--- config.mk ---
export PLATFORM = sky130hd
export DESIGN_NAME = vga_window_scanner
export DESIGN_NICKNAME = d
export VERILOG_FILES = /design/src/rtl/vga_window_scanner.sv
export SDC_FILE = /design/constraint.sdc
export NUM_CORES = 1
export LEC_CHECK = 0
export ABC_AREA = 0
export CAP_MARGIN = 10
export CORE_UTILIZATION = 49
export CTS_CLUSTER_SIZE = 28
export DETAILED_ROUTE_END_ITERATION = 8
export PLACE_DENSITY = 0.85
export SYNTH_ARGS = -nofsm -noshare
export SYNTH_HDL_FRONTEND = slang
export SYNTH_SLANG_ARGS = --single-unit
--- constraint.sdc ---
create_clock -name clk -period 5 [get_ports clk]
set_clock_uncertainty 0.1 [all_clocks]
set_input_delay 0.75 -clock clk [delete_from_list [all_inputs] [get_ports clk]]
set_output_delay 0.75 -clock clk [all_outputs]
set_load 0.1 [all_outputs]
--- src/rtl/vga_window_scanner.sv ---
// Programmable VGA timing generator with a rectangular frame-buffer window; read data is realigned with sync/DE.
// Optional build macro VGA_SCALE2X_EN: every source pixel covers a 2x2 screen block.
module vga_window_scanner #(
   parameter int          H_ACTIVE  = 640,
   parameter int          H_FP      = 16,
   parameter int          H_SYNC    = 96,
   parameter int          H_BP      = 48,
   parameter int          V_ACTIVE  = 480,
   parameter int          V_FP      = 10,
   parameter int          V_SYNC    = 2,
   parameter int          V_BP      = 33,
   parameter int          WIN_X     = 170,
   parameter int          WIN_Y     = 90,
   parameter int          WIN_W     = 300,
   parameter int          WIN_H     = 300,
   parameter int          ADDR_W    = 24,
   parameter int unsigned BASE_ADDR = 376,
   parameter int          RD_LAT    = 2,
   parameter bit          BORDER_EN = 1'b1,
   parameter logic [7:0]  BG_COLOR  = 8'h00
) (
   input  logic              clk,
   input  logic              reset,
   output logic              mem_rd,
   output logic [ADDR_W-1:0] mem_addr,
   input  logic [7:0]        mem_rdata,
   output logic              vga_hs,
   output logic              vga_vs,
   output logic              vga_de,
   output logic [7:0]        vga_r,
   output logic [7:0]        vga_g,
   output logic [7:0]        vga_b,
   output logic [11:0]       pix_x,
   output logic [11:0]       pix_y,
   output logic              frame_start
);

`ifdef VGA_SCALE2X_EN
   localparam int SCALE = 2;
`else
   localparam int SCALE = 1;
`endif

   localparam int H_TOTAL = H_ACTIVE + H_FP + H_SYNC + H_BP;
   localparam int V_TOTAL = V_ACTIVE + V_FP + V_SYNC + V_BP;
   localparam int WIN_FW  = WIN_W * SCALE;
   localparam int WIN_FH  = WIN_H * SCALE;

   localparam logic [11:0] L_H_LAST  = 12'(H_TOTAL - 1);
   localparam logic [11:0] L_V_LAST  = 12'(V_TOTAL - 1);
   localparam logic [11:0] L_HA      = 12'(H_ACTIVE);
   localparam logic [11:0] L_VA      = 12'(V_ACTIVE);
   localparam logic [11:0] L_HA_LAST = 12'(H_ACTIVE - 1);
   localparam logic [11:0] L_VA_LAST = 12'(V_ACTIVE - 1);
   localparam logic [11:0] L_HS_BEG  = 12'(H_ACTIVE + H_FP);
   localparam logic [11:0] L_HS_END  = 12'(H_ACTIVE + H_FP + H_SYNC);
   localparam logic [11:0] L_VS_BEG  = 12'(V_ACTIVE + V_FP);
   localparam logic [11:0] L_VS_END  = 12'(V_ACTIVE + V_FP + V_SYNC);
   localparam logic [11:0] L_WX0     = 12'(WIN_X);
   localparam logic [11:0] L_WX1     = 12'(WIN_X + WIN_FW);
   localparam logic [11:0] L_WY0     = 12'(WIN_Y);
   localparam logic [11:0] L_WY1     = 12'(WIN_Y + WIN_FH);
   localparam logic [ADDR_W-1:0] L_BASE = ADDR_W'(BASE_ADDR);

   if (WIN_X + WIN_FW > H_ACTIVE) begin : g_chk_win_x
      $error("vga_window_scanner: window exceeds active width");
   end
   if (WIN_Y + WIN_FH > V_ACTIVE) begin : g_chk_win_y
      $error("vga_window_scanner: window exceeds active height");
   end
   if (RD_LAT < 1 || RD_LAT > 8) begin : g_chk_lat
      $error("vga_window_scanner: RD_LAT must be within 1..8");
   end

   typedef struct packed {
      logic        hs;
      logic        vs;
      logic        de;
      logic        win;
      logic        border;
      logic        fs;
`ifdef VGA_SCALE2X_EN
      logic        rd;
`endif
      logic [11:0] x;
      logic [11:0] y;
   } stage_t;

   localparam stage_t C_ST_RST = '{hs: 1'b1, vs: 1'b1, default: '0};

   logic [11:0]       r_h_cnt;
   logic [11:0]       r_v_cnt;
   logic [ADDR_W-1:0] r_ptr;
   stage_t            r_pipe [0:RD_LAT];

   logic              w_de0;
   logic              w_in_win0;
   logic              w_rd0;
   logic              w_frame_end;
   stage_t            w_st0;
   stage_t            w_out;
   logic [7:0]        w_pix;
   logic [7:0]        w_grey;

   // Stage 0: raster counters, (0,0) is the first active pixel
   always_ff @(posedge clk or posedge reset) begin
      if (reset) begin
         r_h_cnt <= '0;
         r_v_cnt <= '0;
      end else if (r_h_cnt == L_H_LAST) begin
         r_h_cnt <= '0;
         r_v_cnt <= (r_v_cnt == L_V_LAST) ? 12'd0 : r_v_cnt + 12'd1;
      end else begin
         r_h_cnt <= r_h_cnt + 12'd1;
      end
   end

   assign w_de0       = (r_h_cnt < L_HA) && (r_v_cnt < L_VA);
   assign w_in_win0   = (r_h_cnt >= L_WX0) && (r_h_cnt < L_WX1) &&
                        (r_v_cnt >= L_WY0) && (r_v_cnt < L_WY1);
   assign w_frame_end = (r_h_cnt == L_H_LAST) && (r_v_cnt == L_V_LAST);

`ifdef VGA_SCALE2X_EN
   localparam logic [11:0] L_WX_LAST = 12'(WIN_X + WIN_FW - 1);

   logic              w_col_odd;
   logic              w_row_odd;
   logic              w_row_first;
   logic              w_row_rewind;
   logic [ADDR_W-1:0] r_row_start;

   // Parity relative to the window origin avoids a subtractor
   assign w_col_odd    = r_h_cnt[0] ^ L_WX0[0];
   assign w_row_odd    = r_v_cnt[0] ^ L_WY0[0];
   assign w_rd0        = w_in_win0 && !w_col_odd;
   assign w_row_first  = w_in_win0 && !w_row_odd && (r_h_cnt == L_WX0);
   assign w_row_rewind = w_in_win0 && !w_row_odd && (r_h_cnt == L_WX_LAST);

   always_ff @(posedge clk or posedge reset) begin
      if (reset) begin
         r_row_start <= L_BASE;
      end else if (w_row_first) begin
         r_row_start <= r_ptr;
      end
   end
`else
   assign w_rd0 = w_in_win0;
`endif

   // Stage 1: read issue and incremental address pointer
   always_ff @(posedge clk or posedge reset) begin
      if (reset) begin
         mem_rd   <= 1'b0;
         mem_addr <= '0;
         r_ptr    <= L_BASE;
      end else begin
         mem_rd   <= w_rd0;
         mem_addr <= w_rd0 ? r_ptr : '0;
         if (w_frame_end) begin
            r_ptr <= L_BASE;
`ifdef VGA_SCALE2X_EN
         end else if (w_row_rewind) begin
            r_ptr <= r_row_start;
`endif
         end else if (w_rd0) begin
            r_ptr <= r_ptr + 1'b1;
         end
      end
   end

   always_comb begin
      w_st0        = '0;
      w_st0.hs     = !((r_h_cnt >= L_HS_BEG) && (r_h_cnt < L_HS_END));
      w_st0.vs     = !((r_v_cnt >= L_VS_BEG) && (r_v_cnt < L_VS_END));
      w_st0.de     = w_de0;
      w_st0.win    = w_in_win0;
      w_st0.border = BORDER_EN && w_de0 &&
                     ((r_h_cnt == 12'd0) || (r_h_cnt == L_HA_LAST) ||
                      (r_v_cnt == 12'd0) || (r_v_cnt == L_VA_LAST));
      w_st0.fs     = (r_h_cnt == 12'd0) && (r_v_cnt == 12'd0);
`ifdef VGA_SCALE2X_EN
      w_st0.rd     = w_rd0;
`endif
      w_st0.x      = w_de0 ? r_h_cnt : 12'd0;
      w_st0.y      = w_de0 ? r_v_cnt : 12'd0;
   end

   // Stages 1..RD_LAT+1: delay line so the last stage meets the returning read data
   always_ff @(posedge clk or posedge reset) begin
      if (reset) begin
         for (int i = 0; i <= RD_LAT; i++) r_pipe[i] <= C_ST_RST;
      end else begin
         r_pipe[0] <= w_st0;
         for (int i = 1; i <= RD_LAT; i++) r_pipe[i] <= r_pipe[i-1];
      end
   end

   assign w_out = r_pipe[RD_LAT];

`ifdef VGA_SCALE2X_EN
   logic [7:0] r_hold;

   // Odd window columns have no read of their own and repeat the last sample
   always_ff @(posedge clk) begin
      if (w_out.rd) r_hold <= mem_rdata;
   end

   assign w_pix = w_out.rd ? mem_rdata : r_hold;
`else
   assign w_pix = mem_rdata;
`endif

   always_comb begin
      w_grey = BG_COLOR;
      if (!w_out.de) begin
         w_grey = 8'h00;
      end else if (w_out.border) begin
         w_grey = 8'hFF;
      end else if (w_out.win) begin
         w_grey = w_pix;
      end
   end

   assign vga_hs      = w_out.hs;
   assign vga_vs      = w_out.vs;
   assign vga_de      = w_out.de;
   assign pix_x       = w_out.x;
   assign pix_y       = w_out.y;
   assign frame_start = w_out.fs;
   assign vga_r       = w_grey;
   assign vga_g       = w_grey;
   assign vga_b       = w_grey;

endmodule
# [Word level (Yosys, flattened, before mapping)]
# Cells that the tools add are included.
[op_classes] add_sub_neg=3 mul=0 div_mod_pow=0 order_cmp=10 eq_ne=4 shift=0 mux=10 bitwise_logic=0 n_reduce_logical=17
[ops] op="24-bit two-way mux" count=3
[ops] op="12-bit by 9-bit < comparator with 1-bit output (second input constant)" count=4
[ops] op="12-bit two-way mux" count=4
[ops] op="12-bit by 10-bit == test with 1-bit output (second input constant)" count=3
[ops] op="12-bit by 1-bit adder with 12-bit output (second input constant)" count=2
[ops] op="24-bit by 1-bit adder with 24-bit output (second input constant)" count=1
[ops] op="12-bit logical NOT" count=2
[ops] op="12-bit by 10-bit < comparator with 1-bit output (second input constant)" count=2
[ops] op="8-bit two-way mux" count=3
[ops] op="12-bit by 9-bit == test with 1-bit output (second input constant)" count=1
[ops] op="12-bit by 10-bit greater-or-equal comparator with 1-bit output (second input constant)" count=1
[ops] op="12-bit by 7-bit greater-or-equal comparator with 1-bit output (second input constant)" count=1
[ops] op="12-bit by 8-bit greater-or-equal comparator with 1-bit output (second input constant)" count=1
[ops] op="12-bit by 9-bit greater-or-equal comparator with 1-bit output (second input constant)" count=1
[ops] op="1-bit logical AND" count=9
[ops] op="1-bit logical OR" count=3
[ops] op="1-bit logical NOT" count=2
[ops] op="2-bit nonzero test" count=1
[word_totals] regBits=162 latch_bits=0 ram_bits=0 rom_bits=0 output_inout_bits=77 wordCells=72 n_memories=0

# [Depth between registers and ports, before layout]
# Gate-level depths: netlist (run 1).
[logic_depth] depth_word=6 mapped_depth=8

# [Least setup slack after synthesis (run 1)]
# OpenSTA, ideal clock, no wires.
[synth_timing] path_kind="register -> output" startpoint="reg r_pipe (netlist bit vga_de)" endpoint="out vga_g[0]" arrival_time_ps=2978 slack_ps=1172 path_stages_with_launch=3 path_cell_list="dfrtp_1 nor2b_1 buf_4"
[synth_via] elab_chain_cells=1
[synth_rtl] item="start, declared" line_no="94" source="stage_t r_pipe [0:RD_LAT];"
[synth_rtl] item="8-bit two-way mux" line_no="215" source="if (!w_out.de) begin"
[synth_rtl] item="end, declared" line_no="31" source="output logic [7:0] vga_g,"
# No other way between the ends.

# [Worst setup path in the final report (run 1)]
[layout_timing] startpoint="in mem_rdata[5]" endpoint="out vga_b[5]"
[layout_via] elab_chain_cells=3
[layout_rtl] item="start, declared" line_no="26" source="input logic [7:0] mem_rdata,"
[layout_rtl] item="8-bit two-way mux" line_no="219" source="end else if (w_out.win) begin"
[layout_rtl] item="8-bit two-way mux" line_no="217" source="end else if (w_out.border) begin"
[layout_rtl] item="8-bit two-way mux" line_no="215"
[layout_rtl] item="end, declared" line_no="32" source="output logic [7:0] vga_b,"
# No other way between the ends.

==> flow_summary_export.csv, run 1 <==
group,metric,value,unit
placement,post_dp_cell_area,6970,um^2
sta,timing.max_slew.rel_slack,28.4,%
flow_run,maxCapViolations,0,
yosys,number_of_enable_flip_flop_cells_after_synthesis,0,
sta,final_min_period_over_clock_period,72.9,%
setup_path,slowest_stage_cell_cp,"sky130_fd_sc_hd__clkdlybuf4s50_1",
floorplanning,chipWidth,115,um
route,routed_wirelength,12200,um
yosys,synthDistinctLibCells,45,
setup_path,critical_path_peak_fanout,3,
yosys,count_of_warnings_emitted_by_yosys,0,
route,post-route-drc-count,0,
yosys,synthesis.area_per_instance,12.0,um^2
route,post_detailed_route_count_of_antenna_violating_nets,0,
sta,finalHoldViolations,0,
global_routing,antenna_found_initial,0,
setup_path,cells_traversed_along_the_worst_timing_path,"clkdlybuf4s50_1, a21oi_1, nor2b_1, clkdlybuf4s50_1",
clock_network,cts_inserted_buffers,17,
yosys,yosysSeqAreaShare,64.9,%
sta,finalCriticalPeriod,3640,ps
clock_network,post_cts_buffers,0,
sta,setup_violating_endpoint_count_in_the_final_report,0,
clock_network,clock_pin_slew_worst_setup_and_hold_paths,60,ps
clock_network,cts-root-buf,"sky130_fd_sc_hd__clkbuf_16",
floorplanning,dieHeight,115,um
clock_network,cts-resized-gates,0,
global_routing,overflow,0,
sta,tns,0,ps
layout,post_route_cells_drive_above_1_share,8.42,%
setup_path,worst_setup_path_end_kind,"primary output",
yosys,synth-main-ff-cell,"sky130_fd_sc_hd__dfrtp_1",
global_routing,grt_pass1_wl,19900,um
setup_path,crit_top_cell,"sky130_fd_sc_hd__clkdlybuf4s50_1",
yosys,synth_seq_cells,162,
clock_network,cts_max_level,4,
route,drt-vias-per-instance,5.38,
pwr,power_leakage,3.38,nW
pwr,peakVddDrop,0.000254,V
route,first_iter_violations,427,
layout,area.growth.synth_to_final,20.7,%
sta,timing.final.max_slew_violations,0,
layout,number_of_filler_instances_in_the_final_layout,927,
sta,rsz0062_at_grt,"no",
global_routing,via_count_of_the_first_global_routing_pass,3991,
layout,area_used_by_multi_input_combinational_logic,1760,um^2
setup_path,crit_arrival,2790,ps
pwr,p_per_area,351,nW/um^2
floorplanning,die_area,13300,um^2
floorplanning,initial_core_util,51.1,%
layout,antennaDiodeCount,0,
sta,max_freq,0.274,GHz
worst_hold_path,hold_path.class,"reg2reg",
setup_path,crit_path_start_kind,"input port",
route,via_count,4032,
floorplanning,core-area,12300,um^2
clock_network,clk-insertion-delay-late,420,ps
clock_network,clock_path_buffers,2,
floorplanning,io_pins,87,
global_routing,pin_count_of_the_biggest_net_entering_global_routing,114,
clock_network,clock_sinks,162,
layout,most_common_library_cell_in_the_layout_ignoring_fill_and_taps,"sky130_fd_sc_hd__dfrtp_1",
layout,finish.utilization,61.7,%
floorplanning,row_count,40,
clock_network,cts_tree,"built",
layout,postLayoutCellArea,7570,um^2
route,drtPass1Iterations,6,
yosys,synthesized_cell_area,6270,um^2
setup_path,critPathKind,"in2out",
placement,port-buffer-count,86,
layout,num-nets-final,584,
yosys,synth_async_sr_flop_share,100,%
setup_path,worstPathRequired,4150,ps
pwr,power_total,2.66,mW
layout,mostFrequentLayoutCells,"151 x sky130_fd_sc_hd__dfrtp_1, 86 x sky130_fd_sc_hd__clkdlybuf4s50_1, 37 x sky130_fd_sc_hd__and2_1, 34 x sky130_fd_sc_hd__nand2_1",
yosys,synthesis.instances,524,
global_routing,total_track_usage,19.8,%
placement,place_congestion,0.797,
outcome,status,"complete, no violations",
setup_path,longest_individual_stage_delay_on_the_worst_path,1210,ps
placement,dp.final_hpwl,7390,um
route,wl_per_cell,16.2,um
clock_network,cts-hold-fix-buffers,0,
sta,tightestPinTransition,1070,ps
layout,regArea,4070,um^2
[layer usage]
metal	GRT usage (%)	vias to the layer above	share of wire [%]
met5	0	-	0
met4	8.14	0	1.6
met3	4.59	18	6.2
met2	34.1	173	51
met1	24.2	2011	41
li1	-	1830	-
[cell usage after synthesis (3+ instances only)]
library cell / count / share of area (%)
sky130_fd_sc_hd__dfrtp_1: 151 / 60
sky130_fd_sc_hd__clkbuf_1: 21 / 1.3
sky130_fd_sc_hd__nor2b_1: 10 / 1.0
sky130_fd_sc_hd__xor2_1: 9 / 1.3
sky130_fd_sc_hd__nor4_1: 5 / 0.50
sky130_fd_sc_hd__or3_1: 7 / 0.70
sky130_fd_sc_hd__and4_1: 5 / 0.70
sky130_fd_sc_hd__a21oi_1: 22 / 1.8
sky130_fd_sc_hd__o31ai_1: 7 / 0.84
sky130_fd_sc_hd__ha_1: 5 / 1.0
sky130_fd_sc_hd__xnor2_1: 8 / 1.1
sky130_fd_sc_hd__nand2_1: 34 / 2.0
sky130_fd_sc_hd__and2_1: 37 / 3.7
sky130_fd_sc_hd__o311ai_0: 3 / 0.42
sky130_fd_sc_hd__nand4b_1: 3 / 0.42
sky130_fd_sc_hd__buf_2: 3 / 0.24
sky130_fd_sc_hd__or4_1: 11 / 1.3
sky130_fd_sc_hd__nor3_1: 6 / 0.48
sky130_fd_sc_hd__nor2_1: 26 / 1.6
sky130_fd_sc_hd__o21ai_0: 17 / 1.4
sky130_fd_sc_hd__dfstp_2: 11 / 4.6
sky130_fd_sc_hd__nand3_1: 26 / 2.1
sky130_fd_sc_hd__and3_1: 9 / 0.90
sky130_fd_sc_hd__nand4_1: 9 / 0.90
sky130_fd_sc_hd__inv_1: 11 / 0.66
sky130_fd_sc_hd__buf_4: 40 / 4.8
sky130_fd_sc_hd__mux2i_1: 5 / 0.80
[area by class of cell]
type | instances | share of cell area [%]
multi-input combinational | 289 | 23.2
tap | 168 | 2.78
clock buffer | 17 | 5.62
inverter | 11 | 0.595
clock inverter | 15 | 2.27
timing repair buffer | 88 | 11.7
sequential | 162 | 53.8
[state kept, by name, indices dropped and copies added (netlist names)]
signal       cells
r_pipe          62
mem_addr        24
r_ptr           24
pix_x           12
pix_y           12
r_h_cnt         12
r_v_cnt         12
frame_start      1
vga_de           1
vga_hs           1
vga_vs           1
[cell families (layout without fill, tap and decap cells)]
group                      after synthesis  count (layout)  share of synthesized area (%)
other                                    1               5                         0.0598
AOI/OAI and AO/OA                       61              61                           6.17
adders and majority gates                5               5                          0.998
xor gates and xnor gates                17              17                           2.37
DFF                                    162             162                           64.9
muxes                                    5               5                          0.798
and+or+nand+nor                        196             196                           17.4
buffers and inverters                   77             131                           7.30
[metrics by stage]
stage	worst slack, ps	hold WS (ps)	cells
finish	1360	246	750
global route	1310	251	750
CTS	1340	248	750
detailed placement	1350	235	718
global placement	1390	231	718
floorplan	1170	231	528
[critical path: cells and delay by family]
family,cells,cell delay [ps]
and+or+nand+nor,1,320
AOI/OAI and AO/OA,1,60
buffers and inverters,2,1670
[report_power, final]
group / internal, mW / switching (mW)
registers: 1.32 / 0.00165
clock network: 0.749 / 0.537
logic: 0.0112 / 0.0417
[path summary, 6_finish.rpt]
kind | startpoint | to | slack (ps) | cells after the start
worst min-delay path | r_pipe[66]$_DFF_PP0_ | r_pipe[36]$_DFF_PP0_ | 250 | 0
worst min register to register | r_pipe[66]$_DFF_PP0_ | r_pipe[36]$_DFF_PP0_ | 250 | 0
max in group asynchronous | reset | r_pipe[77]$_DFF_PP0_ | 2900 | 3
min in group asynchronous | reset | mem_addr[4]$_DFF_PP0_ | 840 | 2
worst max register to register | r_v_cnt[11]$_DFFE_PP0N_ | r_ptr[14]$_DFFE_PP0P_ | 1670 | 6
worst max-delay path | mem_rdata[5] | vga_b[5] | 1360 | 4
No activity file was read; power rests on OpenSTA's default activity.
==> inputs of run 2 (changes only) <==
clock period = 3.2 ns   (was 5 ns; I/O delays follow)
==> flow_summary_export.csv, run 2 (synthesis results as in run 1) <==
group,metric,value,unit
global_routing,grt_pass1_wl,19100,um
global_routing,overflow,0,
setup_path,critical_path_peak_fanout,36,
placement,port-buffer-count,86,
layout,area.growth.synth_to_final,19.5,%
clock_network,clk-insertion-delay-late,420,ps
layout,num-nets-final,589,
floorplanning,io_pins,87,
pwr,peakVddDrop,0.000363,V
sta,finalHoldViolations,0,
layout,final-instance-count-excl-fill,755,
floorplanning,chipWidth,115,um
clock_network,cts_inserted_buffers,17,
pwr,power_total,4.24,mW
sta,rsz0062_at_grt,"no",
flow_run,maxCapViolations,0,
layout,post_route_cells_drive_above_1_share,23.7,%
sta,finalCriticalPeriod,2910,ps
floorplanning,die_area,13300,um^2
setup_path,slowest_stage_cell_cp,"sky130_fd_sc_hd__or4_1",
floorplanning,row_count,40,
pwr,p_per_area,566,nW/um^2
route,wl_per_cell,16.0,um
route,drt-vias-per-instance,5.42,
route,routed_wirelength,12100,um
setup_path,cells_traversed_along_the_worst_timing_path,"or3_1, a2111oi_4, nand4_4, or4_1, mux2i_1",
layout,largest_registers,"r_pipe x62, mem_addr x24, r_ptr x24",
sta,timing.final.max_slew_violations,0,
route,first_iter_violations,583,
clock_network,cts_tree,"built",
outcome,status,"complete, no violations",
sta,finalHoldWorstSlack,245,ps
worst_hold_path,hold_path.class,"reg2reg",
layout,antennaDiodeCount,0,
placement,place_congestion,0.881,
route,post_detailed_route_count_of_antenna_violating_nets,0,
pwr,power_leakage,3.54,nW
clock_network,clock_sinks,162,
clock_network,cts-resized-gates,0,
sta,timing.max_slew.rel_slack,55.5,%
layout,mostFrequentLayoutCells,"151 x sky130_fd_sc_hd__dfrtp_1, 81 x sky130_fd_sc_hd__buf_4, 37 x sky130_fd_sc_hd__and2_1, 34 x sky130_fd_sc_hd__nand2_1",
layout,flip_flop_count_of_the_largest_register_after_layout,62,
layout,number_of_filler_instances_in_the_final_layout,860,
clock_network,cts-hold-fix-buffers,0,
route,post-route-drc-count,0,
global_routing,antenna_found_initial,0,
global_routing,via_count_of_the_first_global_routing_pass,3979,
setup_path,critical-path-top-delay-family,"simple AND/OR/NAND/NOR gates",
floorplanning,core-area,12300,um^2
sta,max_freq,0.344,GHz
layout,registers.top_by_ff_count,"r_pipe",
placement,dp.cells,723,
setup_path,critPathBufInv,0,
sta,tns,0,ps
layout,most_common_library_cell_in_the_layout_ignoring_fill_and_taps,"sky130_fd_sc_hd__dfrtp_1",
setup_path,crit_path_start_kind,"flop",
sta,setup_violating_endpoint_count_in_the_final_report,0,
setup_path,worstPathRequired,3400,ps
clock_network,post_cts_buffers,0,
setup_path,critPathKind,"reg2reg",
clock_network,cts_max_level,4,
sta,tightestPinTransition,662,ps
global_routing,total_track_usage,19.2,%
floorplanning,initial_core_util,51.1,%
global_routing,pin_count_of_the_biggest_net_entering_global_routing,61,
floorplanning,dieHeight,115,um
clock_network,cts-root-buf,"sky130_fd_sc_hd__clkbuf_16",
clock_network,clock_pin_slew_worst_setup_and_hold_paths,70,ps
setup_path,crit_arrival,3110,ps
setup_path,longest_individual_stage_delay_on_the_worst_path,680,ps
route,drtPass1Iterations,6,
route,via_count,4095,
sta,final_min_period_over_clock_period,90.8,%
setup_path,worst_setup_path_end_kind,"flop",
clock_network,clock_path_buffers,2,
placement,dp.final_hpwl,7620,um
==> run 2: cell types whose count changed in the layout (fill, tap and decap cells not counted), moves of 2 or more <==
cell	before	now
sky130_fd_sc_hd__buf_4	1	81
sky130_fd_sc_hd__nor2b_1	10	2
sky130_fd_sc_hd__clkdlybuf4s50_1	86	9
sky130_fd_sc_hd__clkinvlp_4	4	1
sky130_fd_sc_hd__nor2b_2	0	8
sky130_fd_sc_hd__buf_12	1	3
sky130_fd_sc_hd__inv_8	2	5
sky130_fd_sc_hd__clkinv_8	0	3
==> run 2: final cells by class <==
type                       count  area, um^2  share of cell area [%]
sequential                   162        4070                    54.3
multi-input combinational    289        1780                    23.7
timing repair buffer          93         758                    10.1
clock buffer                  17         425                    5.68
tap                          168         210                    2.80
clock inverter                15         209                    2.79
inverter                      11        45.0                   0.601
==> run 2: per-layer routing <==
layer  up-vias  global-route usage [%]  wire [um]
met5         -                       0          0
met1      2000                    21.7       4840
li1       1846                       -          -
met2       207                    33.3       6090
met3        42                    4.80        776
met4         0                    10.6        397
==> run 2: worst paths after layout <==
| path | from | end | slack [ps] | depth (start not counted) |
|---|---|---|---|---|
| min reg2reg | r_pipe[87]$_DFF_PP0_ | r_pipe[57]$_DFF_PP0_ | 250 | 0 |
| max in group asynchronous | reset | vga_hs$_DFF_PP1_ | 2070 | 3 |
| min in group asynchronous | reset | r_pipe[56]$_DFF_PP0_ | 290 | 2 |
| min | r_pipe[87]$_DFF_PP0_ | r_pipe[57]$_DFF_PP0_ | 250 | 0 |
| max reg2reg | r_v_cnt[11]$_DFFE_PP0N_ | r_ptr[18]$_DFFE_PP0P_ | 290 | 5 |
| max | r_v_cnt[11]$_DFFE_PP0N_ | r_ptr[18]$_DFFE_PP0P_ | 290 | 5 |
==> run 2: power by group <==
group,internal [mW],switching (mW)
sequential,2.06,0.00228
clock,1.20,0.888
combinational,0.0214,0.0672
total,3.28,0.958
==> run 2: through the flow <==
stage | setup slack (ps) | instance area, um^2 | util [%]
after floorplan | 193 | 6310 | -
after global placement | 477 | 6860 | 55.9
after detailed placement | 371 | 6860 | 55.9
after CTS | 319 | 7490 | 61.1
after global routing | 160 | 7490 | 61.1
final | 294 | 7490 | 61.1
==> inputs of run 3 (changes only) <==
CELL_PAD_IN_SITES_DETAIL_PLACEMENT = 1   (was not set)
CELL_PAD_IN_SITES_GLOBAL_PLACEMENT = 2   (was not set)
CORE_UTILIZATION = 33   (was 49)
==> flow_summary_export.csv, run 3 (synthesis results as in run 1) <==
group,metric,value,unit
outcome,status,"complete, no violations",
placement,dp.final_hpwl,9080,um
global_routing,via_count_of_the_first_global_routing_pass,4399,
floorplanning,die_area,19600,um^2
global_routing,grt_pass1_wl,22600,um
sta,finalCriticalPeriod,2910,ps
route,drtPass1Iterations,4,
worst_hold_path,hold_path.class,"reg2reg",
layout,registers.top_by_ff_count,"r_pipe",
setup_path,timing.rr.end,"r_ptr[18]$_DFFE_PP0P_",
layout,postLayoutCellArea,7550,um^2
floorplanning,io_pins,87,
route,post-route-drc-count,0,
pwr,clockPowerShare,48.0,%
global_routing,overflow,0,
pwr,power.switching_fraction,24.3,%
sta,tns,0,ps
route,drt-vias-per-instance,4.96,
floorplanning,chipWidth,140,um
placement,port-buffer-count,86,
pwr,netSwitchingPower,1.00,mW
layout,mostFrequentLayoutCells,"151 x sky130_fd_sc_hd__dfrtp_1, 86 x sky130_fd_sc_hd__buf_4, 37 x sky130_fd_sc_hd__and2_1, 34 x sky130_fd_sc_hd__nand2_1",
pwr,power.sequential.fraction,49.9,%
floorplanning,row_count,50,
sta,max_freq,0.344,GHz
sta,timing.final.max_slew_violations,0,
route,via_count,4092,
clock_network,cts-hold-fix-buffers,0,
pwr,comb_power_share,2.1,%
setup_path,crit_path_start_kind,"flop",
clock_network,post_cts_buffers,0,
worst_hold_path,hold_depth,0,
floorplanning,core-area,18600,um^2
layout,largest_registers,"r_pipe x62, mem_addr x24, r_ptr x24",
pwr,internal-power,3.12,mW
route,wl_per_cell,16.5,um
sta,finalHoldViolations,0,
pwr,p_per_area,546,nW/um^2
global_routing,pin_count_of_the_biggest_net_entering_global_routing,93,
sta,setup_violating_endpoint_count_in_the_final_report,0,
setup_path,worstReg2RegStart,"r_v_cnt[11]$_DFFE_PP0N_",
placement,place_congestion,0.816,
clock_network,cts-root-buf,"sky130_fd_sc_hd__clkbuf_16",
layout,num-nets-final,593,
setup_path,cells_traversed_along_the_worst_timing_path,"or3_1, a2111oi_4, nand4_4, or4_1, mux2i_1",
global_routing,antenna_found_initial,0,
clock_network,clock_pin_slew_worst_setup_and_hold_paths,70,ps
placement,dp.cells,793,
clock_network,clock_sinks,162,
setup_path,slowest_stage_cell_cp,"sky130_fd_sc_hd__or4_1",
clock_network,cts-resized-gates,0,
layout,final-instance-count-excl-fill,825,
worst_hold_path,hold_path.startpoint,"r_pipe[57]$_DFF_PP0_",
setup_path,rr_worst_depth,5,
layout,most_common_library_cell_in_the_layout_ignoring_fill_and_taps,"sky130_fd_sc_hd__dfrtp_1",
route,first_iter_violations,206,
placement,post_dp_cell_area,6960,um^2
layout,antennaDiodeCount,0,
clock_network,cts_tree,"built",
layout,post_route_cells_drive_above_1_share,24.2,%
setup_path,reg2reg_setup_slack,290,ps
floorplanning,initial_core_util,33.6,%
sta,rsz0062_at_grt,"no",
clock_network,clock_path_buffers,2,
floorplanning,dieHeight,140,um
sta,timing.max_slew.rel_slack,58.9,%
setup_path,critical_path_peak_fanout,27,
clock_network,cts_inserted_buffers,17,
setup_path,longest_individual_stage_delay_on_the_worst_path,660,ps
layout,area.growth.synth_to_final,20.5,%
clock_network,clk-insertion-delay-late,430,ps
sta,final_min_period_over_clock_period,90.9,%
pwr,peakVddDrop,0.000263,V
worst_hold_path,holdPathEnd,"vga_de$_DFF_PP0_",
setup_path,worst_setup_path_end_kind,"flop",
route,routed_wirelength,13600,um
layout,flip_flop_count_of_the_largest_register_after_layout,62,
route,post_detailed_route_count_of_antenna_violating_nets,0,
pwr,power_leakage,3.53,nW
sta,tightestPinTransition,610,ps
clock_network,cts_max_level,4,
setup_path,critPathKind,"reg2reg",
global_routing,total_track_usage,14.6,%
flow_run,maxCapViolations,0,
setup_path,crit_arrival,3140,ps
setup_path,worstPathRequired,3430,ps
[run 3: worst max-delay path, delay by kind of cell (launching register included)]
kind | cells | cell delay (ps)
and+or+nand+nor | 3 | 1600
DFF | 1 | 400
AOI/OAI and AO/OA | 1 | 500
muxes | 1 | 200
[run 3: power groups by stage]
stage | clock network [mW] | registers [mW] | logic [mW]
after CTS | 2.01 | 2.06 | 0.0887
after detailed placement | 0 | 2.10 | 0.0887
after floorplan | 0 | 2.10 | 0.0598
after global routing | 2.09 | 2.06 | 0.0946
final | 1.98 | 2.06 | 0.0853
after global placement | 0 | 2.10 | 0.0867
[run 3: worst max-delay path by stage]
stage          slack (ps)                     to  depth (start not counted)               startpoint
6_report              290  r_ptr[18]$_DFFE_PP0P_                          5  r_v_cnt[11]$_DFFE_PP0N_
5_1_grt               170  r_ptr[18]$_DFFE_PP0P_                          5  r_v_cnt[11]$_DFFE_PP0N_
4_1_cts               310  r_ptr[18]$_DFFE_PP0P_                          5  r_v_cnt[11]$_DFFE_PP0N_
3_5_place_dp          350  r_ptr[18]$_DFFE_PP0P_                          5  r_v_cnt[11]$_DFFE_PP0N_
3_3_place_gp          490  r_ptr[22]$_DFFE_PP0P_                          6  r_v_cnt[11]$_DFFE_PP0N_
2_1_floorplan         190               vga_g[0]                          2         vga_de$_DFF_PP0_
[run 3: layout make-up]
class                           instances  area [um^2]
Clock buffer                           17          425
Clock inverter                         15          166
Fill cell                            1984        11100
Inverter                               11         45.0
Multi-Input combinational cell        289         1780
Sequential cell                       162         4070
Tap cell                              234          293
Timing Repair Buffer                   97          776
[run 3: metrics by stage]
step | utilization, % | hold slack [ps] | power, mW | setup slack, ps
2_1_floorplan | - | 231 | 2.16 | 193
3_3_place_gp | 37.3 | 232 | 2.18 | 490
3_5_place_dp | 37.3 | 236 | 2.19 | 352
4_1_cts | 40.5 | 250 | 4.16 | 311
5_1_grt | 40.5 | 257 | 4.25 | 172
6_report | 40.5 | 248 | 4.13 | 293
[run 3: layer usage]
layer	GRT usage, %	vias to the layer above	wire, um
met1	16.7	2089	5480
met2	26.2	129	7210
met5	0	-	0
met3	3.03	24	683
met4	6.77	0	266
li1	-	1850	-
